--- config.mk ---
export PLATFORM = sky130hd
export DESIGN_NAME = uart_tx_fifo
export DESIGN_NICKNAME = d
export VERILOG_FILES = /design/src/rtl/uart_tx_fifo.sv
export SDC_FILE = /design/constraint.sdc
export NUM_CORES = 1
export LEC_CHECK = 0
export CAP_MARGIN = 20
export CELL_PAD_IN_SITES_DETAIL_PLACEMENT = 1
export CELL_PAD_IN_SITES_GLOBAL_PLACEMENT = 2
export CORE_MARGIN = 1
export CORE_UTILIZATION = 46
export CTS_CLUSTER_SIZE = 24
export DETAILED_ROUTE_END_ITERATION = 16
export GPL_TIMING_DRIVEN = 0
export HOLD_SLACK_MARGIN = 0.1
export PLACE_DENSITY_LB_ADDON = 0.1
export SETUP_SLACK_MARGIN = 0.5
export SYNTH_ARGS = -nofsm -noshare
export SYNTH_HDL_FRONTEND = slang
export SYNTH_SLANG_ARGS = --single-unit
--- constraint.sdc ---
create_clock -name tx_clk -period 3.7 [get_ports tx_clk]
set_input_delay 0.74 -clock tx_clk [delete_from_list [all_inputs] [get_ports tx_clk]]
set_output_delay 0.74 -clock tx_clk [all_outputs]
set_load 0.1 [all_outputs]
--- src/rtl/uart_tx_fifo.sv ---
// Circular TX FIFO plus frame launcher: pops a word onto tx_data, strobes tx_start low, waits for tx_done.
// Latency: write into an idle, empty block reaches tx_data/tx_start one cycle later; writes while full are dropped (sticky overflow).
module uart_tx_fifo #(
    parameter int DATA_WIDTH = 8,
    parameter int ADDR_WIDTH = 4
) (
    input  logic                  tx_clk,
    input  logic                  resetn,
    input  logic                  wr_en,
    input  logic [DATA_WIDTH-1:0] wr_data,
    input  logic                  ovf_clr,
    input  logic                  tx_done,
    output logic                  full,
    output logic                  empty,
    output logic [ADDR_WIDTH:0]   count,
    output logic                  overflow,
    output logic [DATA_WIDTH-1:0] tx_data,
    output logic                  tx_start,
    output logic                  busy
);

    localparam int DEPTH = 2**ADDR_WIDTH;
    localparam logic [ADDR_WIDTH:0] CNT_FULL = (ADDR_WIDTH+1)'(DEPTH);

    typedef enum logic [1:0] {
        IDLE  = 2'd0,
        START = 2'd1,
        WAIT  = 2'd2
    } state_t;

    state_t                state_q;
    state_t                state_d;
    logic                  pop;
    logic                  wr_acc;
    logic [ADDR_WIDTH-1:0] wr_ptr;
    logic [ADDR_WIDTH-1:0] rd_ptr;
    logic [DATA_WIDTH-1:0] mem [DEPTH];

    assign full     = (count == CNT_FULL);
    assign empty    = (count == '0);
    // Acceptance looks only at the registered full flag, so a same-cycle pop never frees a slot early.
    assign wr_acc   = wr_en && !full;
    assign tx_start = (state_q != START);
    assign busy     = (state_q == START) || (state_q == WAIT);

    always_comb begin
        state_d = state_q;
        pop     = 1'b0;
        case (state_q)
            IDLE: begin
                if (!empty) begin
                    pop     = 1'b1;
                    state_d = START;
                end
            end
            START: state_d = WAIT;
            WAIT: begin
                if (tx_done) begin
                    if (!empty) begin
                        pop     = 1'b1;
                        state_d = START;
                    end else begin
                        state_d = IDLE;
                    end
                end
            end
            default: state_d = IDLE;
        endcase
    end

    always_ff @(posedge tx_clk) begin
        if (wr_acc) begin
            mem[wr_ptr] <= wr_data;
        end
    end

    always_ff @(posedge tx_clk or negedge resetn) begin
        if (!resetn) begin
            state_q  <= IDLE;
            wr_ptr   <= '0;
            rd_ptr   <= '0;
            count    <= '0;
            overflow <= 1'b0;
            tx_data  <= '0;
        end else begin
            state_q <= state_d;
            if (wr_acc) begin
                wr_ptr <= wr_ptr + ADDR_WIDTH'(1);
            end
            if (pop) begin
                tx_data <= mem[rd_ptr];
                rd_ptr  <= rd_ptr + ADDR_WIDTH'(1);
            end
            case ({wr_acc, pop})
                2'b10:   count <= count + (ADDR_WIDTH+1)'(1);
                2'b01:   count <= count - (ADDR_WIDTH+1)'(1);
                default: count <= count;
            endcase
            // A drop in the same cycle as a clear keeps the flag set.
            if (wr_en && full) begin
                overflow <= 1'b1;
            end else if (ovf_clr) begin
                overflow <= 1'b0;
            end
        end
    end

endmodule

=== Word level (Yosys, flattened, before mapping) ===
Memory sizes are Yosys's and may differ from the RTL's. A register that Yosys moved wholly into a read port is not among the register bits.
Index checks and enable logic that the tools add are counted.
W data, S select, Z words.

* Bits in registers: 16
* Latch bits: 0
* Memory bits (writable): 128
* ROM bits: 0
* Bits of input ports: 13
* Output and inout bits: 18
* Word-level logic and storage cells: 40
* Memories: 1

{| class="wikitable"
|+ Memories
! memory !! words !! width !! rd ports !! clocked after memory_dff !! wr ports !! line !! RTL
|-
| mem || 16 || 8 || 1 || 1 || 1 || 37 || <nowiki>logic [DATA_WIDTH-1:0] mem [DEPTH];</nowiki>
|}

* Add/sub/neg operators: 4
* $mul: 0
* Divide/modulo/power cells: 0
* Magnitude comparators: 0
* Equality and inequality tests: 8
* Shifts and indexed selects: 0
* Muxes and demuxes: 12
* Bitwise gates (word level): 0
* Reduce and logical (&&, ||, !) cells: 10

{| class="wikitable"
|+ Operators with widths
! operator !! number
|-
| $pmux W5 S2 || 1
|-
| $add A4 B1 Y4 const B || 2
|-
| $mux W1 || 7
|-
| $pmux W2 S3 || 1
|-
| $add A5 B1 Y5 const B || 1
|-
| $eq A5 B5 Y1 const B || 1
|-
| $logic_not A5 Y1 || 1
|-
| $sub A5 B1 Y5 const B || 1
|-
| $eq A2 B1 Y1 const B || 2
|-
| $eq A2 B2 Y1 const B || 2
|-
| $mux W2 || 2
|-
| $ne A2 B2 Y1 const B || 2
|-
| $reduce_bool A2 Y1 || 2
|-
| $logic_and A1 B1 Y1 || 2
|-
| $logic_not A1 Y1 || 2
|-
| $logic_not A2 Y1 || 1
|-
| $ne A2 B1 Y1 const B || 1
|-
| $pmux W1 S2 || 1
|-
| $reduce_and A2 Y1 || 1
|-
| $logic_or A1 B1 Y1 || 1
|}

=== Longest topological paths before layout ===
Gate-level depths: netlist of run 1.

* Depth after elaboration: 6
* Gate-level depth with buffers: 14

=== Least setup slack after synthesis of run 1 ===
No wires, ideal clock.

* Path kind: reg2reg
* From: register count[1]
* To: register count[4]
* Library setup time: 0.159 ns
* Data arrival time: 3.542 ns
* Data required time: 3.541 ns
* Setup slack: -0.001 ns
* Stages on the path, launching flop included: 14
* Clock period less this slack: 3.701 ns
* Cells stage by stage: dfrtp_1 nor4_1 and2b_4 or2_2 buf_6 inv_1 ha_1 inv_1 fa_1 nor2b_1 o21ai_0 nand3_1 or3b_2 xnor2_1

* Cells in the longest elaborated chain, start to end: 6
* Elaborated cells on any way between the ends: 13

{| class="wikitable"
|+ Ends and longest elaborated chain
! what !! line !! RTL
|-
| from (decl) || 15 || <nowiki>output logic [ADDR_WIDTH:0] count,</nowiki>
|-
| from (signal assigned) || 95 || <nowiki>2'b10: count <= count + (ADDR_WIDTH+1)'(1);</nowiki>
|-
| from (signal assigned) || 96 || <nowiki>2'b01: count <= count - (ADDR_WIDTH+1)'(1);</nowiki>
|-
| from (signal assigned) || 97 || <nowiki>default: count <= count;</nowiki>
|-
| $logic_not A5 Y1 (*) || 40 || <nowiki>assign empty = (count == '0);</nowiki>
|-
| named net empty || 14 || <nowiki>output logic empty,</nowiki>
|-
| $mux W1 (*) || 51, 59 ||
|-
| $mux W1 || 58 || <nowiki>if (tx_done) begin</nowiki>
|-
| $pmux W1 S2 (*) || 49 || <nowiki>case (state_q)</nowiki>
|-
| named net pop || 33 || <nowiki>logic pop;</nowiki>
|-
| $eq A2 B1 Y1 or $eq A2 B2 Y1 (tied branches) || 94 || <nowiki>case ({wr_acc, pop})</nowiki>
|-
| $pmux W5 S2 or $reduce_bool A2 Y1 (tied branches) || -- ||
|}

Mark *: on every way through the listed nets, which the timed path passes. The rest lies on a longest branch.
A chain may end at the register's enable or synchronous reset.

=== Final worst setup path of run 1 ===
* From: register state_q[0]
* To: output port busy

* Cells in the longest elaborated chain, start to end: 2
* Elaborated cells on any way between the ends: 3

{| class="wikitable"
|+ Ends and longest elaborated chain
! what !! line !! RTL
|-
| from (decl) || 31 || <nowiki>state_t state_q;</nowiki>
|-
| from (signal assigned) || 86 || <nowiki>state_q <= state_d;</nowiki>
|-
| $eq A2 B1 Y1 or $eq A2 B2 Y1 (tied branches) || 44 || <nowiki>assign busy = (state_q == START) || (state_q == WAIT);</nowiki>
|-
| $logic_or A1 B1 Y1 (*) || 44 ||
|-
| to (decl) || 19 || <nowiki>output logic busy</nowiki>
|}

Every way passes the cells marked *; elsewhere a longest branch is shown, timed or not.

==> Flow_metrics.wiki, run 1 <==
{| class="wikitable"
! Metric !! Value
|-
| Run status || complete, no violations
|-
| Xor/xnor share of the synthesized area || between 1 and 1.5%
|-
| Share of cells above drive strength 1 || 22.3%
|-
| Crit path time final || 3110 ps
|-
| Most common cell in the netlist || edfxtp_1
|-
| Number of global-route vias before repair || approximately 3.4k
|-
| Number of endpoints failing setup at the final stage || 0
|-
| Peak supply drop || 417 uV
|-
| First DRT Iteration DRCs || 243
|-
| Starting Density || 47.5%
|-
| Count of final hold-check violations || 0
|-
| Sum Neg Setup Slack || 0 ps
|-
| Critical Path Source Type || flop
|-
| Netlist area before placement || 6320 um2
|-
| Antenna-violating nets left || 0
|-
| Root buffer selected by CTS || clkbuf_16
|-
| Final Skew || ~6.5 ps
|-
| Pwr Density || 910 nW/um2
|-
| DRC viols || 0
|-
| Detailed-route vias per instance || 5.40
|-
| Final worst-path cycle share || 84.0%
|-
| Average wire per standard cell || 21.7 um
|-
| Register bit count reported by yosys || 152
|-
| Post-route cell area || between 7000 and 8000 um2
|-
| Share of flip-flops with an asynchronous set or reset after synthesis || 15.8%
|-
| Overflow left after global routing || 0
|-
| Vertical die dimension || between 100 and 150 um
|-
| Wire length of the first global-routing pass || 19.8 mm
|-
| Sequential fraction of the synthesis area || 70.3%
|-
| Diode insertion count for antenna repair || 0
|-
| Hold crit path type || reg -> reg
|-
| Mapped Nets || around 380
|-
| Biggest area consumer among synthesized cells || edfxtp_1
|-
| Number of enable-type register cells in the synthesized netlist || 128
|-
| Multiplexer share of the synthesized area || between 10% and 20%
|-
| Post-Synth Simple-Gate Area || between 4 and 5%
|-
| Crit. End Element || primary output
|-
| Maximum number of buffers from clock root to sink || 2
|-
| Yosys warns || 0
|-
| CORE AREA || approximately 13,000 um2
|-
| CTS tree || yes
|-
| Relative slew margins || 35.1%
|-
| Number of unique standard cell types used by synthesis || 37
|-
| Number of antenna violations at the first check in global routing || 0
|-
| Leakage power || 0.00267 uW
|-
| Final wirelength || 12.9 mm
|-
| Gpl congestion || roughly 0.72
|-
| Most instantiated flip-flop cell in the synthesis netlist || edfxtp_1
|-
| CTS H-Tree Depth || 4
|-
| Total global routing track utilization || 20.1%
|-
| Area post-placement || 6950 um2
|-
| Maximum clock rate || 322 MHz
|-
| Number of buffers created by CTS || 17
|-
| Latest clock arrival within the worst-skew pair || roughly 420 ps
|-
| Number of iterations in the first detailed-routing pass || 4
|-
| Site Rows || 42
|-
| CP arrival || between 2000 and 2500 ps
|-
| Final HPWL from detailed placement || 8.51 mm
|-
| Die boundary width || approximately 120 um
|-
| Post-Synthesis Mean Instance Area || 18.2 um2
|-
| Vias after detailed routing || roughly 3.2k
|-
| Post-Synth Adder-Cell Area || 3.09%
|-
| Final layout net count || 432
|-
| Number of buffers inserted by port buffering || 30
|-
| Critical Path Fanout Max || 6
|-
| Crit path required time || 2960 ps
|-
| Largest net degree at the start of global routing || 17
|-
| Top post-synthesis cells by area || edfxtp_1 (61%), dfrtp_1 (9.5%), mux4_1 (7.1%)
|-
| Setup Crit Path Kind || reg -> out
|-
| Hold-fix buffers, CTS || 0
|-
| Slew of the pin with the lowest slew margin || slightly below 1000 ps
|-
| Area of combinational cells with multiple inputs || 1740 um2
|-
| Final slew viol count || 0
|-
| Clock input transition at the sequential cells of the worst setup and hold paths || 60 ps
|-
| Final-layout fill cell count || between 1k and 1.5k
|-
| Main combinational cell family by area after synthesis || multiplexers
|-
| Top cells by instance count after synthesis || edfxtp_1 (128), nand2_1 (32), dfrtp_1 (24)
|-
| Post-synthesis cell count || 348
|-
| Portion of synthesized cell area occupied by the leading cell type || 60.8%
|-
| TritonCTS Sinks || 152
|-
| Combined flip-flop and latch cell area || 4460 um2
|-
| Compound-gate portion of the synthesized area || 2.57%
|-
| Max Cap Violations || 0
|-
| DIE AREA || 14,200 um2
|-
| Number of top-level pins || 31
|-
| RSZ-0062 raised after global routing || yes
|-
| Layout area overhead || 19.8%
|}
==> power by group <==
| group | switching [uW] | internal (uW) | leakage, uW | total [uW] |
|---|---|---|---|---|
| Sequential | 141 | 2170 | 0.00144 | 2310 |
| Clock | 688 | 1000 | 0.000277 | 1690 |
| Combinational | 1810 | 1090 | 0.000952 | 2900 |
| Total | 2640 | 4260 | 0.00267 | 6900 |
==> flip-flops by register name (all words and copies together), names as in the netlist <==
| name | count |
|---|---|
| wr_ptr | 4 |
| overflow | 1 |
| count | 5 |
| tx_data | 8 |
| rd_ptr | 4 |
| mem | 128 |
| state_q | 2 |
==> per-stage QoR <==
stage	instances	hold WS [ps]	setup slack (ps)	utilization (%)	total power (uW)
2_1_floorplan	348	444	517	-	4460
3_3_place_gp	554	462	34.4	51.8	5120
3_5_place_dp	558	472	1.83	52.2	5200
4_1_cts	590	486	512	56.6	6910
5_1_grt	593	518	501	57.0	7230
6_report	593	474	590	57.0	6900
==> worst paths after layout <==
check | startpoint | to | slack [ps] | depth (start not counted)
max | state_q[0] | busy | 590 | 3
min | tx_data[5] | tx_data[5] | 470 | 2
max reg2reg | count[1] | count[4] | 710 | 13
min reg2reg | tx_data[5] | tx_data[5] | 470 | 2
max in group asynchronous | resetn | count[4] | 2540 | 2
min in group asynchronous | resetn | count[3] | 680 | 1
==> worst max-delay path, stage by stage, from the launching register on <==
cell	delay [ps]
dfrtp_1	450
inv_1	100
ha_1	280
clkdlybuf4s50_1	1120
==> kinds of logic (layout without fill, tap and decap cells) <==
logic type,Yosys count,after routing
AOI/OAI and AO/OA,30,30
and+or+nand+nor,61,61
buffers and inverters,31,100
DFF,152,152
adders and majority gates,15,15
xor gates and xnor gates,10,10
muxes,49,49
==> layer usage <==
metal  wire length [um]  part of all wire [%]  global-route usage [%]
met5                  0                     0                       0
met4                134                   1.0                    6.65
met3                622                   4.8                    5.60
met2               6470                    50                    32.5
met1               5670                    44                    26.3
==> cell usage in the layout, fill, tap and decap left out, types with 3 or more instances in the layout <==
cell and instances:
inv_6 5, a21oi_1 4, buf_4 9, dfrtp_1 19, dfrtp_4 5, clkdlybuf4s50_1 28
buf_2 4, clkinvlp_4 3, nor2_1 13, clkbuf_1 4, mux4_1 17, ha_1 11
buf_6 4, mux2_2 9, edfxtp_1 128, inv_1 11, nor3_1 3, xnor2_1 8
o21ai_1 12, clkbuf_16 17, mux2i_1 8, o21ai_0 9, nand2_1 31, mux4_2 15
==> timing repair <==
action	in CTS	in global routing
endpoints found under the setup margin	3	1
pin swaps	0	2
resized for setup	4	8
buffers inserted	0	3
==> cell type report <==
type                            instances  area share, %
Clock buffer                           19           5.72
Multi-Input combinational cell        165           23.0
Tap cell                              176           2.91
Sequential cell                       152           58.9
Buffer                                 18           1.95
Clock inverter                         13           1.92
Timing Repair Buffer                   37           4.89
Inverter                               13          0.694
(Power assumes the default switching activity.)
==> run 2: changes to the inputs <==
--- a/config.mk
+++ b/config.mk
@@ -9,7 +9,7 @@
 export CELL_PAD_IN_SITES_DETAIL_PLACEMENT = 1
 export CELL_PAD_IN_SITES_GLOBAL_PLACEMENT = 2
 export CORE_MARGIN = 1
-export CORE_UTILIZATION = 46
+export CORE_UTILIZATION = 41
 export CTS_CLUSTER_SIZE = 24
 export DETAILED_ROUTE_END_ITERATION = 16
 export GPL_TIMING_DRIVEN = 0
==> constraint.sdc (replaced) <==
create_clock -name tx_clk -period 2.6 [get_ports tx_clk]
set_input_delay 0.52 -clock tx_clk [delete_from_list [all_inputs] [get_ports tx_clk]]
set_output_delay 0.52 -clock tx_clk [all_outputs]
set_load 0.1 [all_outputs]
==> Flow_metrics.wiki, run 2 (synthesized netlist as in run 1, its figures left out) <==
{| class="wikitable"
! Metric !! Value
|-
| Leakage power || 0.00288 uW (was 0.00267 uW)
|-
| Vertical die dimension || 126 um (was 119 um)
|-
| CTS tree || yes (unchanged)
|-
| Post-route setup slack || -94.1 ps (was 590 ps)
|-
| Hold-fix buffers, CTS || 0 (unchanged)
|-
| Highest-count cells in the layout ignoring fill and taps || edfxtp_1 (128), nand2_1 (27), buf_4 (24) (was edfxtp_1 (128), nand2_1 (31), clkdlybuf4s50_1 (28))
|-
| CTS H-Tree Depth || 4 (unchanged)
|-
| Registers with the most flip-flops || mem x128, tx_data x8, count x5 (unchanged)
|-
| Share of cells above drive strength 1 || 38.4% (was 22.3%)
|-
| Final worst-path cycle share || 104%
|-
| Failing checks || negative setup slack
|-
| Setup Crit Path Kind || reg -> reg (was reg -> out)
|-
| Number of global-route vias before repair || 3,518 (was 3,398)
|-
| Switching power || 3980 uW (was 2640 uW)
|-
| Max reg flops || 128 (unchanged)
|-
| DRC viols || 0 (unchanged)
|-
| Crit. End Element || flop (was primary output)
|-
| Number of endpoints failing setup at the final stage || 2 (was 0)
|-
| Final Skew || 5.84 ps (was 6.51 ps)
|-
| Wire length on met2 || 7.03 mm (was 6.47 mm)
|-
| Largest net degree at the start of global routing || 17 (unchanged)
|-
| Highest routed metal layer || met4 (unchanged)
|-
| Sum Neg Setup Slack || -177 ps (was 0 ps)
|-
| Register bank with the most flops || mem (unchanged)
|-
| Relative slew margins || 51.7% (was 35.1%)
|-
| Vias after detailed routing || 3,318 (was 3,202)
|-
| First DRT Iteration DRCs || 165 (was 243)
|-
| Site Rows || 45 (was 42)
|-
| RSZ-0062 raised after global routing || yes (unchanged)
|-
| DRT met1 WL || 5.95 mm (was 5.67 mm)
|-
| Die boundary width || 126 um (was 119 um)
|-
| Most common cell after layout, fill and taps aside || edfxtp_1 (unchanged)
|-
| Count of final hold-check violations || 0 (unchanged)
|-
| TritonCTS Sinks || 152 (unchanged)
|-
| Critical Path Fanout Max || 3 (was 6)
|-
| Wire length of the first global-routing pass || 20.9 mm (was 19.8 mm)
|-
| Power Internal || 6660 uW (was 4260 uW)
|-
| Clock input transition at the sequential cells of the worst setup and hold paths || 60 ps (about the same)
|-
| Average wire per standard cell || 21.8 um (was 21.7 um)
|-
| Gpl congestion || 0.737 (was 0.718)
|-
| Final layout net count || 453 (was 432)
|-
| Diode insertion count for antenna repair || 0 (unchanged)
|-
| Number of buffers created by CTS || 17 (unchanged)
|-
| Max Cap Violations || 0 (unchanged)
|-
| Maximum clock rate || between 300 and 400 MHz
|-
| Number of iterations in the first detailed-routing pass || 5 (was 4)
|-
| Peak supply drop || 597 uV (was 417 uV)
|-
| Starting Density || 41.7% (was 47.5%)
|-
| Critical Path Source Type || flop (unchanged)
|-
| Layout area overhead || 28.4% (was 19.8%)
|-
| Flop pwr share || 30.7% (was 33.5%)
|-
| Root buffer selected by CTS || clkbuf_16 (unchanged)
|-
| Final wirelength || 13.7 mm (was 12.9 mm)
|-
| Share of total power in the clock network || 24.9% (was 24.5%)
|-
| Hold crit path type || reg -> reg (unchanged)
|-
| CP arrival || 3000 ps (was 2370 ps)
|-
| Slew of the pin with the lowest slew margin || 722 ps (was 970 ps)
|-
| DIE AREA || 15,900 um2 (was 14,200 um2)
|-
| Crit path required time || 2900 ps (was 2960 ps)
|-
| Overflow left after global routing || 0 (unchanged)
|-
| Total global routing track utilization || 18.8% (was 20.1%)
|-
| CORE AREA || 15,100 um2 (was 13,300 um2)
|-
| Number of buffers inserted by port buffering || 30 (unchanged)
|-
| Run status || complete, but fails checks (was complete, no violations)
|-
| Final HPWL from detailed placement || 8.42 mm (was 8.51 mm)
|-
| Pwr Density || 1310 nW/um2 (was 910 nW/um2)
|-
| Detailed-route vias per instance || 5.30 (was 5.40)
|-
| Worst hold slack after final layout || 480 ps (was 474 ps)
|-
| Crit path time final || 2690 ps
|-
| Number of top-level pins || 31 (unchanged)
|-
| Final slew viol count || 0 (unchanged)
|-
| Antenna-violating nets left || 0 (unchanged)
|-
| Sw Share || 37.4% (was 38.3%)
|-
| Latest clock arrival within the worst-skew pair || 420 ps (about the same)
|-
| Number of antenna violations at the first check in global routing || 0 (unchanged)
|-
| Logic gate share of total power || 44.5% (was 42.0%)
|-
| Total length of routed met3 wires || 446 um (was 622 um)
|-
| Maximum number of buffers from clock root to sink || 2 (unchanged)
|}
run 2: cell types whose count changed in the layout (fill, tap and decap cells not counted), sizes merged:
cell / change
clkdlybuf4s50: -16
clkinv: +1
inv: -6
clkbuf: +3
dlygate4sd2: -2
bufinv: +3
buf: +21
clkdlybuf4s15: +14
clkinvlp: +3
run 2: cell type report:
cell class                 count  area (um2)
buffer                        18         185
clock buffer                  18         429
clock inverter                14         205
fill                        1385        7030
inverter                      13        67.6
multi-input combinational    165        1930
sequential                   152        4460
tap                          188         235
timing repair buffer          58         603
run 2: repair_timing:
action,4_1_cts,5_1_grt
resized for setup,115,23
pin swaps,9,13
setup endpoints to repair,152,123
buffers inserted,18,9
run 2: critical path, stage by stage (launching register included):
cell       delay, ps
dfrtp_4          490
nor4_4           320
nand2_2          100
and2_4           150
clkbuf_16        140
clkinv_4          40
ha_4             150
inv_4             40
fa_2             340
nor2b_2          140
o21ai_2           70
nand3_1           70
or3b_4           390
xnor2_2          130
run 2: power groups by stage:
| stage | Sequential [uW] | Clock [uW] | Combinational, uW |
|---|---|---|---|
| floorplan | 4050 | 0 | 2390 |
| global placement | 3310 | 0 | 4110 |
| detailed placement | 3330 | 0 | 4160 |
| CTS | 3270 | 2690 | 4570 |
| global route | 3310 | 2780 | 5060 |
| finish | 3260 | 2650 | 4730 |
run 2: final timing paths:
check	from	to	slack, ps	cells past startpoint
max	count[3]	count[4]	-90	13
min	tx_data[2]	tx_data[2]	480	2
max reg2reg	count[3]	count[4]	-90	13
min reg2reg	tx_data[2]	tx_data[2]	480	2
max in group asynchronous	resetn	state_q[0]	1510	2
min in group asynchronous	resetn	count[2]	530	1
run 2: per-stage QoR:
stage          total power [uW]  util [%]  cell area, um2  worst slack [ps]  std cells
4_1_cts                   10500      52.4            7940              -106        617
3_5_place_dp               7490      46.1            6980              -564        567
3_3_place_gp               7420      46.0            6970              -527        566
6_report                  10600      53.6            8120             -94.1        626
5_1_grt                   11200      53.6            8120              -201        626
2_1_floorplan              6440         -            6430              -444        348
run 2: metal layers:
metal | vias to the layer above | track usage (%)
li1 | 1501 | -
met1 | 1737 | 24.0
met2 | 62 | 31.4
met3 | 18 | 4.63
met4 | 0 | 6.73
met5 | - | 0
==> run 3: changes to the inputs <==
--- a/config.mk
+++ b/config.mk
@@ -9,9 +9,10 @@
 export CELL_PAD_IN_SITES_DETAIL_PLACEMENT = 1
 export CELL_PAD_IN_SITES_GLOBAL_PLACEMENT = 2
 export CORE_MARGIN = 1
-export CORE_UTILIZATION = 41
+export CORE_UTILIZATION = 44
 export CTS_CLUSTER_SIZE = 24
 export DETAILED_ROUTE_END_ITERATION = 16
+export DONT_BUFFER_PORTS = 1
 export GPL_TIMING_DRIVEN = 0
 export HOLD_SLACK_MARGIN = 0.1
 export PLACE_DENSITY_LB_ADDON = 0.1
==> Flow_metrics.wiki, run 3 (synthesized netlist as in run 1, its figures left out) <==
{| class="wikitable"
! Metric !! Value
|-
| Final Skew || 6.56 ps (was 5.84 ps)
|-
| Number of buffers inserted by port buffering || 0 (was 30)
|-
| CP arrival || 3440 ps (was 3000 ps)
|-
| Overflow left after global routing || 0 (unchanged)
|-
| Share of total power in the clock network || 25.9% (was 24.9%)
|-
| Logic gate share of total power || 35.6% (was 44.5%)
|-
| Hold crit path type || in -> reg (was reg -> reg)
|-
| Number of top-level pins || 31 (unchanged)
|-
| Most common cell after layout, fill and taps aside || edfxtp_1 (unchanged)
|-
| Final HPWL from detailed placement || 8.56 mm (was 8.42 mm)
|-
| Switching power || 3990 uW (was 3980 uW)
|-
| Max Cap Violations || 0 (unchanged)
|-
| Layout area overhead || 24.5% (was 28.4%)
|-
| Critical Path Fanout Max || 6 (was 3)
|-
| Crit. End Element || flop (unchanged)
|-
| DIE AREA || 14,800 um2 (was 15,900 um2)
|-
| CORE AREA || 13,900 um2 (was 15,100 um2)
|-
| Site Rows || 43 (was 45)
|-
| Register bank with the most flops || mem (unchanged)
|-
| Final layout net count || 415 (was 453)
|-
| Slack of the worst reg-to-reg path || -540 ps (was -90 ps)
|-
| Clock input transition at the sequential cells of the worst setup and hold paths || 60 ps (about the same)
|-
| Post-route core utilization || 56.4% (was 53.6%)
|-
| Share of cells above drive strength 1 || 34.8% (was 38.4%)
|-
| CTS tree || yes (unchanged)
|-
| CTS H-Tree Depth || 4 (unchanged)
|-
| Highest-count cells in the layout ignoring fill and taps || edfxtp_1 (128), nand2_1 (26), dfrtp_1 (19) (was edfxtp_1 (128), nand2_1 (27), buf_4 (24))
|-
| Total Power Consumption || 10,600 uW (about the same)
|-
| Maximum number of buffers from clock root to sink || 2 (unchanged)
|-
| Pwr Density || 1350 nW/um2 (was 1310 nW/um2)
|-
| Max reg flops || 128 (unchanged)
|-
| Wire length of the first global-routing pass || 20.6 mm (was 20.9 mm)
|-
| Failing checks || negative setup slack (unchanged)
|-
| Final std cells w/o fill || 579 (was 626)
|-
| DRC viols || 0 (unchanged)
|-
| Setup Crit Path Kind || reg -> reg (unchanged)
|-
| Peak supply drop || 575 uV (was 597 uV)
|-
| Gpl congestion || 0.674 (was 0.737)
|-
| Vertical die dimension || 122 um (was 126 um)
|-
| Total global routing track utilization || 20.2% (was 18.8%)
|-
| Registers with the most flip-flops || mem x128, tx_data x8, count x5 (unchanged)
|-
| Final worst-path cycle share || 121% (was 104%)
|-
| Average wire per standard cell || 23.1 um (was 21.8 um)
|-
| Latest clock arrival within the worst-skew pair || 420 ps (about the same)
|-
| Placement Setup Slack || -779 ps (was -564 ps)
|-
| RSZ-0062 raised after global routing || yes (unchanged)
|-
| Sw Share || 37.7% (was 37.4%)
|-
| Instance count after placement with tap cells included || 528 (was 567)
|-
| Relative slew margins || 38.3% (was 51.7%)
|-
| Die boundary width || 122 um (was 126 um)
|-
| Starting Density || 45.4% (was 41.7%)
|-
| Largest net degree at the start of global routing || 25 (was 17)
|-
| Count of final hold-check violations || 0 (unchanged)
|-
| Number of iterations in the first detailed-routing pass || 4 (was 5)
|-
| Post-route setup slack || -537 ps (was -94.1 ps)
|-
| Leakage power || 0.00273 uW (was 0.00288 uW)
|-
| First DRT Iteration DRCs || 138 (was 165)
|-
| Run status || complete, but fails checks (unchanged)
|-
| Sum Neg Setup Slack || -1030 ps (was -177 ps)
|-
| Crit path time final || 3140 ps (was 2690 ps)
|-
| Power Internal || 6600 uW (was 6660 uW)
|-
| TritonCTS Sinks || 152 (unchanged)
|-
| Final slew viol count || 0 (unchanged)
|-
| Final wirelength || 13.4 mm (was 13.7 mm)
|-
| Slew of the pin with the lowest slew margin || 925 ps (was 722 ps)
|-
| Number of global-route vias before repair || 3,497 (was 3,518)
|-
| Number of antenna violations at the first check in global routing || 0 (unchanged)
|-
| Vias after detailed routing || 3,132 (was 3,318)
|-
| Crit path required time || 2900 ps (about the same)
|-
| Antenna-violating nets left || 0 (unchanged)
|-
| Final-layout fill cell count || 1,204 (was 1,385)
|-
| Maximum clock rate || 319 MHz (was 371 MHz)
|-
| Diode insertion count for antenna repair || 0 (unchanged)
|-
| Critical Path Source Type || flop (unchanged)
|-
| Root buffer selected by CTS || clkbuf_16 (unchanged)
|-
| Detailed-route vias per instance || 5.41 (was 5.30)
|-
| Number of buffers created by CTS || 17 (unchanged)
|-
| Number of endpoints failing setup at the final stage || 4 (was 2)
|-
| Flop pwr share || 38.5% (was 30.7%)
|}
==> run 3: cell count changes in the layout (fill, tap and decap cells not counted), moves of 4 or more <==
cell | previous run | this run
clkdlybuf4s50_1 | 12 | 0
clkdlybuf4s15_2 | 14 | 0
o21ai_1 | 12 | 16
buf_4 | 24 | 12
nand2_8 | 0 | 4
==> run 3: worst max-delay path, stage by stage, from the launching register on <==
cell	delay (ps)
dfrtp_4	630
nor4_4	360
and2b_4	450
or2_4	200
buf_6	100
inv_6	30
ha_4	170
inv_4	60
fa_2	230
nor2b_4	50
o21ai_2	140
a21oi_1	80
or3b_4	380
xnor2_2	130
==> run 3: path summary, 6_finish.rpt <==
| path | to | from | depth (start not counted) |
|---|---|---|---|
| min in group asynchronous | wr_ptr[3] | resetn | 2 |
| setup reg to reg | count[4] | count[3] | 13 |
| hold reg to reg | wr_ptr[3] | wr_ptr[0] | 2 |
| max in group asynchronous | count[0] | resetn | 2 |
| setup / recovery | count[4] | count[3] | 13 |
| hold / removal | mem[4][1] | wr_data[1] | 0 |
==> run 3: routing by layer <==
metal | track usage (%) | wire [um] | vias up
li1 | - | - | 1424
met1 | 25.9 | 5930 | 1639
met2 | 32.9 | 6880 | 59
met3 | 4.96 | 471 | 10
met4 | 8.02 | 114 | 0
met5 | 0 | 0 | -
==> run 3: layout make-up <==
| class | instances | area, um2 | share of cell area [%] |
|---|---|---|---|
| flip-flops and latches | 152 | 4460 | 56.7 |
| multi-input cells | 165 | 2030 | 25.8 |
| well taps | 180 | 225 | 2.86 |
| plain buffers | 18 | 171 | 2.18 |
| clock buffers | 19 | 433 | 5.50 |
| clock inverters | 12 | 221 | 2.82 |
| inverters | 13 | 63.8 | 0.811 |
| repair buffers | 20 | 256 | 3.26 |
==> run 3: power groups by stage <==
stage / sequential [uW] / clock (uW) / combinational (uW)
floorplan: 4050 / 0 / 2390
global placement: 4100 / 0 / 3010
detailed placement: 4120 / 0 / 3040
CTS: 4070 / 2790 / 3650
global route: 4120 / 2860 / 4080
finish: 4070 / 2740 / 3770
==> run 3: what timing repair did <==
action                                  in CTS  in global routing
endpoints found under the hold margin       24                  0
pin swaps                                   27                 17
endpoints found under the setup margin     149                150
setup buffers                               14                  3
cloned                                       1                  0
resized for setup                           65                 10
hold buffers                                 2                  0
==> run 3: per-stage QoR <==
| step | hold slack [ps] | cell area (um2) |
|---|---|---|
| 3_5_place_dp | 225 | 6660 |
| 4_1_cts | 170 | 7780 |
| 6_report | 191 | 7870 |
| 2_1_floorplan | 224 | 6430 |
| 5_1_grt | 168 | 7870 |
| 3_3_place_gp | 225 | 6660 |
